## src/rtl/geno_array_scheduler.sv

```systemverilog
// geno_array_scheduler: round-robin job dispatch to parallel genotyping arrays and arbitrated result collection
module geno_array_scheduler #(
  parameter int NUM_ARRAYS = 4,
  parameter int ID_W = 8,
  parameter int SCORE_W = 16,
  parameter int CNT_W = 16,
  localparam int AW = $clog2(NUM_ARRAYS),
  localparam int IW = $clog2(NUM_ARRAYS + 1)
) (
  input  logic                          clk,
  input  logic                          rst_n,
  input  logic                          i_job_valid,
  output logic                          o_job_ready,
  output logic [NUM_ARRAYS-1:0]         o_arr_valid,
  input  logic [NUM_ARRAYS-1:0]         i_arr_ready,
  output logic [AW-1:0]                 o_job_array,
  input  logic [NUM_ARRAYS-1:0]         i_res_valid,
  output logic [NUM_ARRAYS-1:0]         o_res_ready,
  input  logic [NUM_ARRAYS*SCORE_W-1:0] i_res_score,
  input  logic [NUM_ARRAYS*ID_W-1:0]    i_res_id,
  output logic                          o_res_valid,
  input  logic                          i_res_ready,
  output logic signed [SCORE_W-1:0]     o_res_score,
  output logic [ID_W-1:0]               o_res_id,
  output logic [AW-1:0]                 o_res_array,
  input  logic                          i_flush,
  output logic                          o_drained,
  output logic [IW-1:0]                 o_inflight,
  output logic [CNT_W-1:0]              o_jobs_done
);
  logic [NUM_ARRAYS-1:0] busy, disp_oh;
  logic [AW-1:0] disp_ptr, col_ptr, sel;
  logic [AW:0] disp_pick, col_pick;
  logic disp_hs, col_any, load, cap;

  // returns {found, index} of the first request at or after ptr, wrapping
  function automatic logic [AW:0] rr_pick(input logic [NUM_ARRAYS-1:0] req, input logic [AW-1:0] ptr);
    logic [AW:0] s;
    rr_pick = '0;
    for (int i = NUM_ARRAYS - 1; i >= 0; i--) begin
      s = {1'b0, ptr} + (AW+1)'(i);
      s = (s >= (AW+1)'(NUM_ARRAYS)) ? s - (AW+1)'(NUM_ARRAYS) : s;
      if (req[s[AW-1:0]]) rr_pick = {1'b1, s[AW-1:0]};
    end
  endfunction

  assign disp_pick   = rr_pick(i_arr_ready & ~busy, disp_ptr);
  assign col_pick    = rr_pick(i_res_valid & busy, col_ptr);
  assign o_job_ready = ~i_flush & disp_pick[AW];
  assign o_job_array = disp_pick[AW-1:0];
  assign disp_hs     = i_job_valid & o_job_ready;
  assign disp_oh     = disp_hs ? NUM_ARRAYS'(1) << o_job_array : '0;
  assign o_arr_valid = disp_oh;
  assign col_any     = col_pick[AW];
  assign sel         = col_pick[AW-1:0];
  assign load        = ~o_res_valid | i_res_ready;
  assign cap         = load & col_any;
  assign o_res_ready = cap ? NUM_ARRAYS'(1) << sel : '0;
  assign o_inflight  = IW'($countones(busy));
  assign o_drained   = (busy == '0) & ~o_res_valid;

  always_ff @(posedge clk or negedge rst_n) begin
    if (!rst_n) begin
      busy        <= '0;
      disp_ptr    <= '0;
      col_ptr     <= '0;
      o_res_valid <= 1'b0;
      o_res_score <= '0;
      o_res_id    <= '0;
      o_res_array <= '0;
      o_jobs_done <= '0;
    end else begin
      busy <= (busy | disp_oh) & ~o_res_ready;
      if (disp_hs) disp_ptr <= (o_job_array == AW'(NUM_ARRAYS - 1)) ? '0 : o_job_array + 1'b1;
      if (cap) begin
        col_ptr     <= (sel == AW'(NUM_ARRAYS - 1)) ? '0 : sel + 1'b1;
        o_res_valid <= 1'b1;
        o_res_score <= i_res_score[sel*SCORE_W +: SCORE_W];
        o_res_id    <= i_res_id[sel*ID_W +: ID_W];
        o_res_array <= sel;
      end else if (load) o_res_valid <= 1'b0;
      if (o_res_valid & i_res_ready) o_jobs_done <= o_jobs_done + 1'b1;
    end
  end
endmodule

```

## config.mk

```make
export PLATFORM = sky130hd
export DESIGN_NAME = geno_array_scheduler
export DESIGN_NICKNAME = d
export VERILOG_FILES = /design/src/rtl/geno_array_scheduler.sv
export SDC_FILE = /design/constraint.sdc
export NUM_CORES = 1
export LEC_CHECK = 0
export CORE_AREA = 2 2 91 93
export DETAILED_ROUTE_END_ITERATION = 10
export DIE_AREA = 0 0 93 95
export GPL_TIMING_DRIVEN = 1
export PLACE_DENSITY = 0.91
export SYNTH_ARGS = -nofsm -noshare
export SYNTH_HDL_FRONTEND = slang
export SYNTH_SLANG_ARGS = --single-unit
```

## constraint.sdc

```tcl
create_clock -name clk -period 2.74 [get_ports clk]
set_input_delay 0.548 -clock clk [delete_from_list [all_inputs] [get_ports clk]]
set_output_delay 0.548 -clock clk [all_outputs]
set_load 0.1 [all_outputs]
```

==> results.txt, run 1 <==
----------------------------------------------------
[Outcome]
  Result of the run ... finished, final reports clean

[Worst setup path]
  Kind of end point of the critical path ... output pin
  Worst reg2reg path endpoint ... o_res_id[1]
  R2R depth ... 8
  Type of the worst setup path ... primary input to output pin
  Setup slack on the worst flop-to-flop path ... 450 ps
  Biggest fanout along the worst timing path ... 3
  Critical register-to-register path startpoint ... busy[1]
  Largest delay contributor family on the critical path ... buffers and inverters
  Kind of launch point of the worst setup path ... primary input
  CP max stage delay ... 510 ps
  Worst path cell trace ... clkdlybuf4s50_1, and2_4, o211ai_4, nor2_2, clkinv_2, ha_1, and2_2, buf_12
  Required time at the worst-slack endpoint ... 2190 ps
  WP data arrival ... 2160 ps
  Critical Path Slowest Stage Cell ... clkdlybuf4s50_1
  Crit path buffers/inverters ... 3

[Yosys]
  Seq cells post-synth ... 51
  Multiplexer fraction of the synthesized cell area ... 7.528%
  Part of the Yosys area used for sequential elements ... 38.20%
  Simple-Gate Fraction of Synth Area ... 19.78%
  Synth async-reset ratio ... 100.0%
  Unique cell type count in the Yosys netlist ... 52
  Synthesized cell area ... 3341 um^2
  Mean instance size in the synthesized netlist ... 10.44 um^2
  Prevailing post-synth register cell ... dfrtp_1
  Parity-gate share of the synthesized area counting xor and xnor cells ... 3.933%
  Number of instances in the synthesized netlist ... 320
  Compound-Gate Fraction of Synth Area ... 21.16%
  Number of enable flip-flop cells after synthesis ... 0
  Syn Nets ... 439
  Main combinational cell family by area after synthesis ... compound AO/OA/AOI/OAI gates
  Synthesized-area fraction occupied by adder cells ... 3.970%
  Count of warnings emitted by yosys ... 0

[Floorplan]
  Die boundary width ... 93 um
  Starting utilization of the core area ... 42.14%
  Area of the placeable core ... 7928 um^2
  Height of the die ... 95 um
  Die Outline Area ... 8835 um^2
  Boundary pin count ... 167
  FP Rows ... 33

[Clocking]
  Post-CTS Hold Buffers ... 0
  CTS Buf Count ... 5
  Clk sinks ... 51
  Clock-pin transition on the worst setup and hold timing paths ... 100 ps
  Max clock buf depth ... 2
  Number of levels the H-tree was split into ... 2
  Clock Tree Root ... clkbuf_8
  Clock tree from TritonCTS ... built
  Clk Latency, worst-skew pair ... 300 ps

[Place]
  Total placed cells including tap cells ... 595
  Placement Setup Slack ... -142.9 ps
  Global placer's final weighted congestion ... 0.9117
  Placed wire-length estimate ... 8120 um
  Buffers on Ports ... 166

[Pwr]
  Static power due to leakage ... 2.348 nW
  Total power per unit cell area ... 1374 nW/um^2
  Peak ir drop on the vdd network ... 1.017 mV

[STA]
  Max Transition Viols Final ... 0
  Slew of the pin with the lowest slew margin ... 816.2 ps
  Setup-failing EPs final ... 0
  Final Critical Period ... 2704 ps
  Fin Clk Skew ... 4.799 ps
  Final Cycle Share ... 98.67%
  Accumulated negative setup slack ... 0 ps
  Highest achievable clock rate ... 0.3699 GHz
  Final Hold Viols ... 0
  Max transition margin ... 45.58%
  Setup slack after layout ... 36.31 ps

[Global route]
  Maximum number of pins on one net before global-route repair ... 36
  Grt total ovfl ... 0
  Antenna violations before repair ... 0
  First-pass GRT wire length ... 16790 um
  Via count of the first global-routing pass ... 3418
  Total routing usage reported by global routing ... 23.87%

[Finish]
  Most frequent standard cell in the layout excluding fill and tap cells ... clkdlybuf4s50_1
  Non-filler cells, final ... 612
  Fraction of final layout cells with drive strength greater than 1 ... 31.16%
  Commonest non-fill, non-tap cells in the layout ... 103 x clkdlybuf4s50_1, 76 x buf_4, 47 x dfrtp_1, 33 x nor2_1, 25 x nor3b_1
  Diode insertion count for antenna repair ... 0
  Core Util, Final ... 69.63%
  Area growth from synthesis to final layout ... 65.24%
  Number of nets in the layout ... 625

[Detailed routing]
  Count of vias placed by the detailed router ... 3363
  Residual DRC count ... 0
  DRT iter0 DRCs ... 111
  Antenna violation net count after detailed routing ... 0
  Wire length per cell ... 17.66 um
  Routed WL ... 10810 um
  DR vias/cell ... 5.495
  Detailed-router iteration count before antenna repair ... 4

[Job]
  Max-cap violations ... 0

[Min path]
  Hold Path Class ... primary input to asynchronous set/reset pin

----------------------------------------------------
-- synthesized netlist by cell type (2+ instances only) --
cell	instances	area share, %
o221ai_1	2	0.52
and4_1	2	0.52
nand3_1	6	0.90
dfrtp_1	51	38
nor3b_1	25	5.6
and3_1	7	1.3
a2111oi_2	19	8.5
clkbuf_1	4	0.45
xnor2_1	13	3.4
buf_2	6	0.90
inv_1	8	0.90
mux2i_1	24	7.2
buf_6	8	2.7
nand4_1	3	0.56
nand2_1	20	2.2
o21ai_0	6	0.90
a2111oi_0	4	1.0
o22a_1	2	0.52
nor2b_1	3	0.56
nand2b_1	6	1.1
nor3_1	3	0.45
xor2_1	2	0.52
and2_1	2	0.37
and2_4	2	0.52
a211oi_1	24	5.4
nor2_1	34	3.8
ha_1	9	3.4
-- state kept, by name, indices dropped and copies added, names as in the netlist --
register,cells
o_res_array,2
o_res_score,16
o_res_valid,1
disp_ptr,2
o_res_id,8
busy,4
col_ptr,2
o_jobs_done,16
-- layer usage --
metal	track usage (%)	vias up	routed length [um]	part of all wire, %
met1	29.53	1649	4182	39
li1	-	1569	-	-
met2	43.24	127	5868	54
met4	6.985	0	204	1.9
met3	3.512	18	551	5.1
met5	0	-	0	0
-- stage by stage --
step                      cell area (um^2)  total power [W]  hold slack (ps)
final                                 5520         0.007587            322.7
after detailed placement              5305         0.006988            467.2
after global routing                  5520         0.007937            378.0
after floorplan                       3435         0.005446            252.4
after global placement                5305         0.006868            462.1
after CTS                             5448         0.007523            359.0
-- power breakdown --
part	internal, W	total, W	switching [W]	leakage, nW
Combinational	0.00179	0.00580	0.00401	1.70
Sequential	0.00106	0.00134	0.000277	0.608
Clock	0.000183	0.000450	0.000267	0.0443
-- kinds of logic (layout without fill, tap and decap cells) --
family                   Yosys count  in the layout
XOR/XNOR                          15             15
multiplexers                      25             25
AND/OR/NAND/NOR                  120            120
flip-flops                        51             51
AO/OA/AOI/OAI                     70             70
adder cells (fa/ha/maj)           10             10
buffers and inverters             29            216
-- area by class of cell --
cell class | count | area [um^2]
sequential | 51 | 1281
clock inverter | 3 | 25.02
clock buffer | 5 | 68.82
inverter | 9 | 35.03
multi-input combinational | 240 | 2029
fill | 584 | 2407
tap | 105 | 131.4
timing repair buffer | 199 | 1949
-- how the worst max path moves through the flow --
| stage | end | depth (start not counted) | from | slack, ps |
|---|---|---|---|---|
| floorplan | o_arr_valid[3] | 5 | i_arr_ready[3] | -340 |
| global placement | o_arr_valid[0] | 9 | i_arr_ready[0] | -40 |
| detailed placement | o_arr_valid[1] | 9 | i_arr_ready[0] | -140 |
| CTS | o_inflight[1] | 6 | busy[1] | 4 |
| global route | o_arr_valid[2] | 8 | i_arr_ready[2] | -40 |
| finish | o_res_ready[2] | 8 | i_res_valid[3] | 40 |
-- repair_timing --
action,in CTS,in global routing
pin swaps,4,4
gates cloned,0,0
setup endpoints to repair,8,9
buffers inserted,3,6
resized for setup,11,9
No activity file was read; power rests on OpenSTA's default activity.
==> run 2: changes to the inputs <==
==> constraint.sdc (replaced) <==
create_clock -name clk -period 3.2 [get_ports clk]
set_input_delay 0.64 -clock clk [delete_from_list [all_inputs] [get_ports clk]]
set_output_delay 0.64 -clock clk [all_outputs]
set_load 0.1 [all_outputs]
==> run 2 against run 1 <==
Combinational power fell by 19%. First-iteration DRC count down 22%. Utilization decreased by 2.9 points. Register-to-register slack better by 360 ps. Sequential share of layout area is 0.93 points higher. Critical path depth up 1. Critical endpoint is now o_arr_valid[3]. Highest routed layer unchanged.
==> results.txt, run 2 (synthesis gave the netlist of run 1 again) <==
----------------------------------------------------
[Floorplan]
  Area of the placeable core ... 7928 um^2 (unchanged)
  Height of the die ... 95 um (unchanged)
  Boundary pin count ... 167 (unchanged)
  Starting utilization of the core area ... 42.14% (unchanged)
  FP Rows ... 33 (unchanged)
  Die Outline Area ... 8835 um^2 (unchanged)
  Die boundary width ... 93 um (unchanged)

[Worst setup path]
  Critical register-to-register path startpoint ... busy[2]
  WP data arrival ... 2430 ps (+270 ps)
  R2R depth ... 7 (-1)
  Worst reg2reg path endpoint ... o_res_id[7]
  Required time at the worst-slack endpoint ... 2560 ps (+370 ps)
  Launch point of the worst path ... i_arr_ready[1]
  End point of the critical path ... o_arr_valid[3]
  Kind of launch point of the worst setup path ... primary input
  Biggest fanout along the worst timing path ... 3 (unchanged)
  Type of the worst setup path ... primary input to output pin
  Setup slack on the worst flop-to-flop path ... 810 ps (+360 ps)
  Kind of end point of the critical path ... output pin

[Detailed routing]
  Met3 Wirelength ... 539 um (-2.2%)
  Routed WL ... 10520 um (-2.7%)
  Met2 wirelength from detailed routing ... 5542 um (-5.6%)
  Antenna violation net count after detailed routing ... 0 (unchanged)
  DRT iter0 DRCs ... 87 (-22%)
  Residual DRC count ... 0 (unchanged)
  Detailed-router iteration count before antenna repair ... 4 (unchanged)
  DR vias/cell ... 5.528 (+0.60%)
  Met1 Routed Length ... 4224 um (+1.0%)
  DR top layer ... met4
  Wire length per cell ... 17.86 um (+1.1%)
  Count of vias placed by the detailed router ... 3256 (-3.2%)

[STA]
  Max Transition Viols Final ... 0 (unchanged)
  Final Critical Period ... 3071 ps
  Setup-failing EPs final ... 0 (unchanged)
  Worst Hold Slack ... 495.4 ps (+172.7 ps)
  Final Cycle Share ... 95.98%
  Highest achievable clock rate ... 0.3256 GHz
  RSZ-0062 raised after global routing ... no
  Max transition margin ... 22.13% (-23 points)
  Final Hold Viols ... 0 (unchanged)
  Slew of the pin with the lowest slew margin ... 1168 ps (+351.8 ps)
  Fin Clk Skew ... 8.256 ps (+3.457 ps)

[Place]
  Global placer's final weighted congestion ... 0.8326 (-8.7%)
  Buffers on Ports ... 166 (unchanged)
  Total placed cells including tap cells ... 581 (-2.4%)
  Placed wire-length estimate ... 7938 um (-2.2%)

[Clocking]
  Clock tree from TritonCTS ... built
  Number of levels the H-tree was split into ... 2 (unchanged)
  Post-CTS Setup Bufs ... 0 (-3)
  Clock-pin transition on the worst setup and hold timing paths ... 90 ps (about the same)
  CTS Buf Count ... 5 (unchanged)
  Clk sinks ... 51 (unchanged)
  Clk Latency, worst-skew pair ... 300 ps (about the same)
  Clock Tree Root ... clkbuf_8
  Post-CTS Hold Buffers ... 0 (unchanged)
  Max clock buf depth ... 2 (unchanged)

[Finish]
  Area growth from synthesis to final layout ... 58.28%
  Largest registers in the final layout ... o_jobs_done: 16 flops, o_res_score: 16 flops, o_res_id: 8 flops
  Fraction of final layout cells with drive strength greater than 1 ... 25.00% (-6.2 points)
  Fill cell count ... 644 (+10%)
  Sequential cell area ... 1276 um^2 (-0.39%)
  Non-filler cells, final ... 589 (-3.8%)
  Commonest non-fill, non-tap cells in the layout ... 107 x clkdlybuf4s50_1, 55 x buf_4, 51 x dfrtp_1, 33 x nor2_1, 25 x nor3b_1
  Diode insertion count for antenna repair ... 0 (unchanged)
  Multi-input logic area ... 1963 um^2 (-3.3%)
  Most frequent standard cell in the layout excluding fill and tap cells ... clkdlybuf4s50_1
  Number of nets in the layout ... 602 (-3.7%)

[Min path]
  Hold Path Class ... register to register

[Job]
  Max-cap violations ... 0 (unchanged)

[Pwr]
  Peak ir drop on the vdd network ... 0.8160 mV (-20%)
  Static power due to leakage ... 2.208 nW (-6.0%)
  Total power per unit cell area ... 1203 nW/um^2 (-12%)

[Global route]
  Maximum number of pins on one net before global-route repair ... 52 (+44%)
  Antenna violations before repair ... 0 (unchanged)
  First-pass GRT wire length ... 16240 um (-3.2%)
  Total routing usage reported by global routing ... 23.35% (-0.52 points)
  Via count of the first global-routing pass ... 3345 (-2.1%)
  Grt total ovfl ... 0 (unchanged)

[Outcome]
  Result of the run ... finished, final reports clean

----------------------------------------------------
## run 2: timing repair
action,in CTS,in global routing
endpoints found under the hold margin,0,0
endpoints found under the setup margin,0,4
resized for setup,0,1
## run 2: through the flow
step	area, um^2	power, W	util (%)	worst slack [ps]	setup TNS, ps
3_5_place_dp	5155	0.005855	65.03	98.93	0
4_1_cts	5288	0.006394	66.70	84.49	0
3_3_place_gp	5155	0.005761	65.03	130.2	0
5_1_grt	5288	0.006660	66.70	15.35	0
6_report	5288	0.006361	66.70	128.6	0
2_1_floorplan	3415	0.004643	-	-59.05	-103.8
## run 2: layout make-up
| type | instances | area share [%] |
|---|---|---|
| multi-input cells | 240 | 37.13 |
| repair buffers | 176 | 33.08 |
| flip-flops and latches | 51 | 24.14 |
| well taps | 105 | 2.485 |
| clock buffers | 6 | 1.372 |
| clock inverters | 2 | 1.136 |
| inverters | 9 | 0.6626 |
## run 2: worst min-delay path by stage
stage | end | slack (ps) | from | cells past startpoint
4_1_cts | o_jobs_done[15] | 490 | o_jobs_done[15] | 1
3_5_place_dp | o_jobs_done[15] | 470 | o_jobs_done[15] | 1
5_1_grt | o_jobs_done[15] | 500 | o_jobs_done[15] | 1
2_1_floorplan | busy[0] | 340 | rst_n | 0
6_report | o_jobs_done[15] | 500 | o_jobs_done[15] | 1
3_3_place_gp | o_res_array[1] | 460 | o_res_array[1] | 1
## run 2: routing by layer
| metal | GRT usage [%] | up-vias |
|---|---|---|
| li1 | - | 1522 |
| met1 | 29.11 | 1592 |
| met2 | 41.12 | 121 |
| met3 | 4.070 | 21 |
| met4 | 7.721 | 0 |
| met5 | 0 | - |
## run 2: where the power goes
group / internal, W / switching [W]
Combinational: 0.00135 / 0.00334
Clock: 0.000313 / 0.000218
Sequential: 0.000904 / 0.000233
## run 2: worst max-delay path, stage by stage
cell,delay [ps]
clkdlybuf4s50_1,420
nand2b_1,150
o21ai_0,110
and2_1,160
o21ai_1,150
o21a_2,210
ha_2,200
and3_4,210
buf_12,170
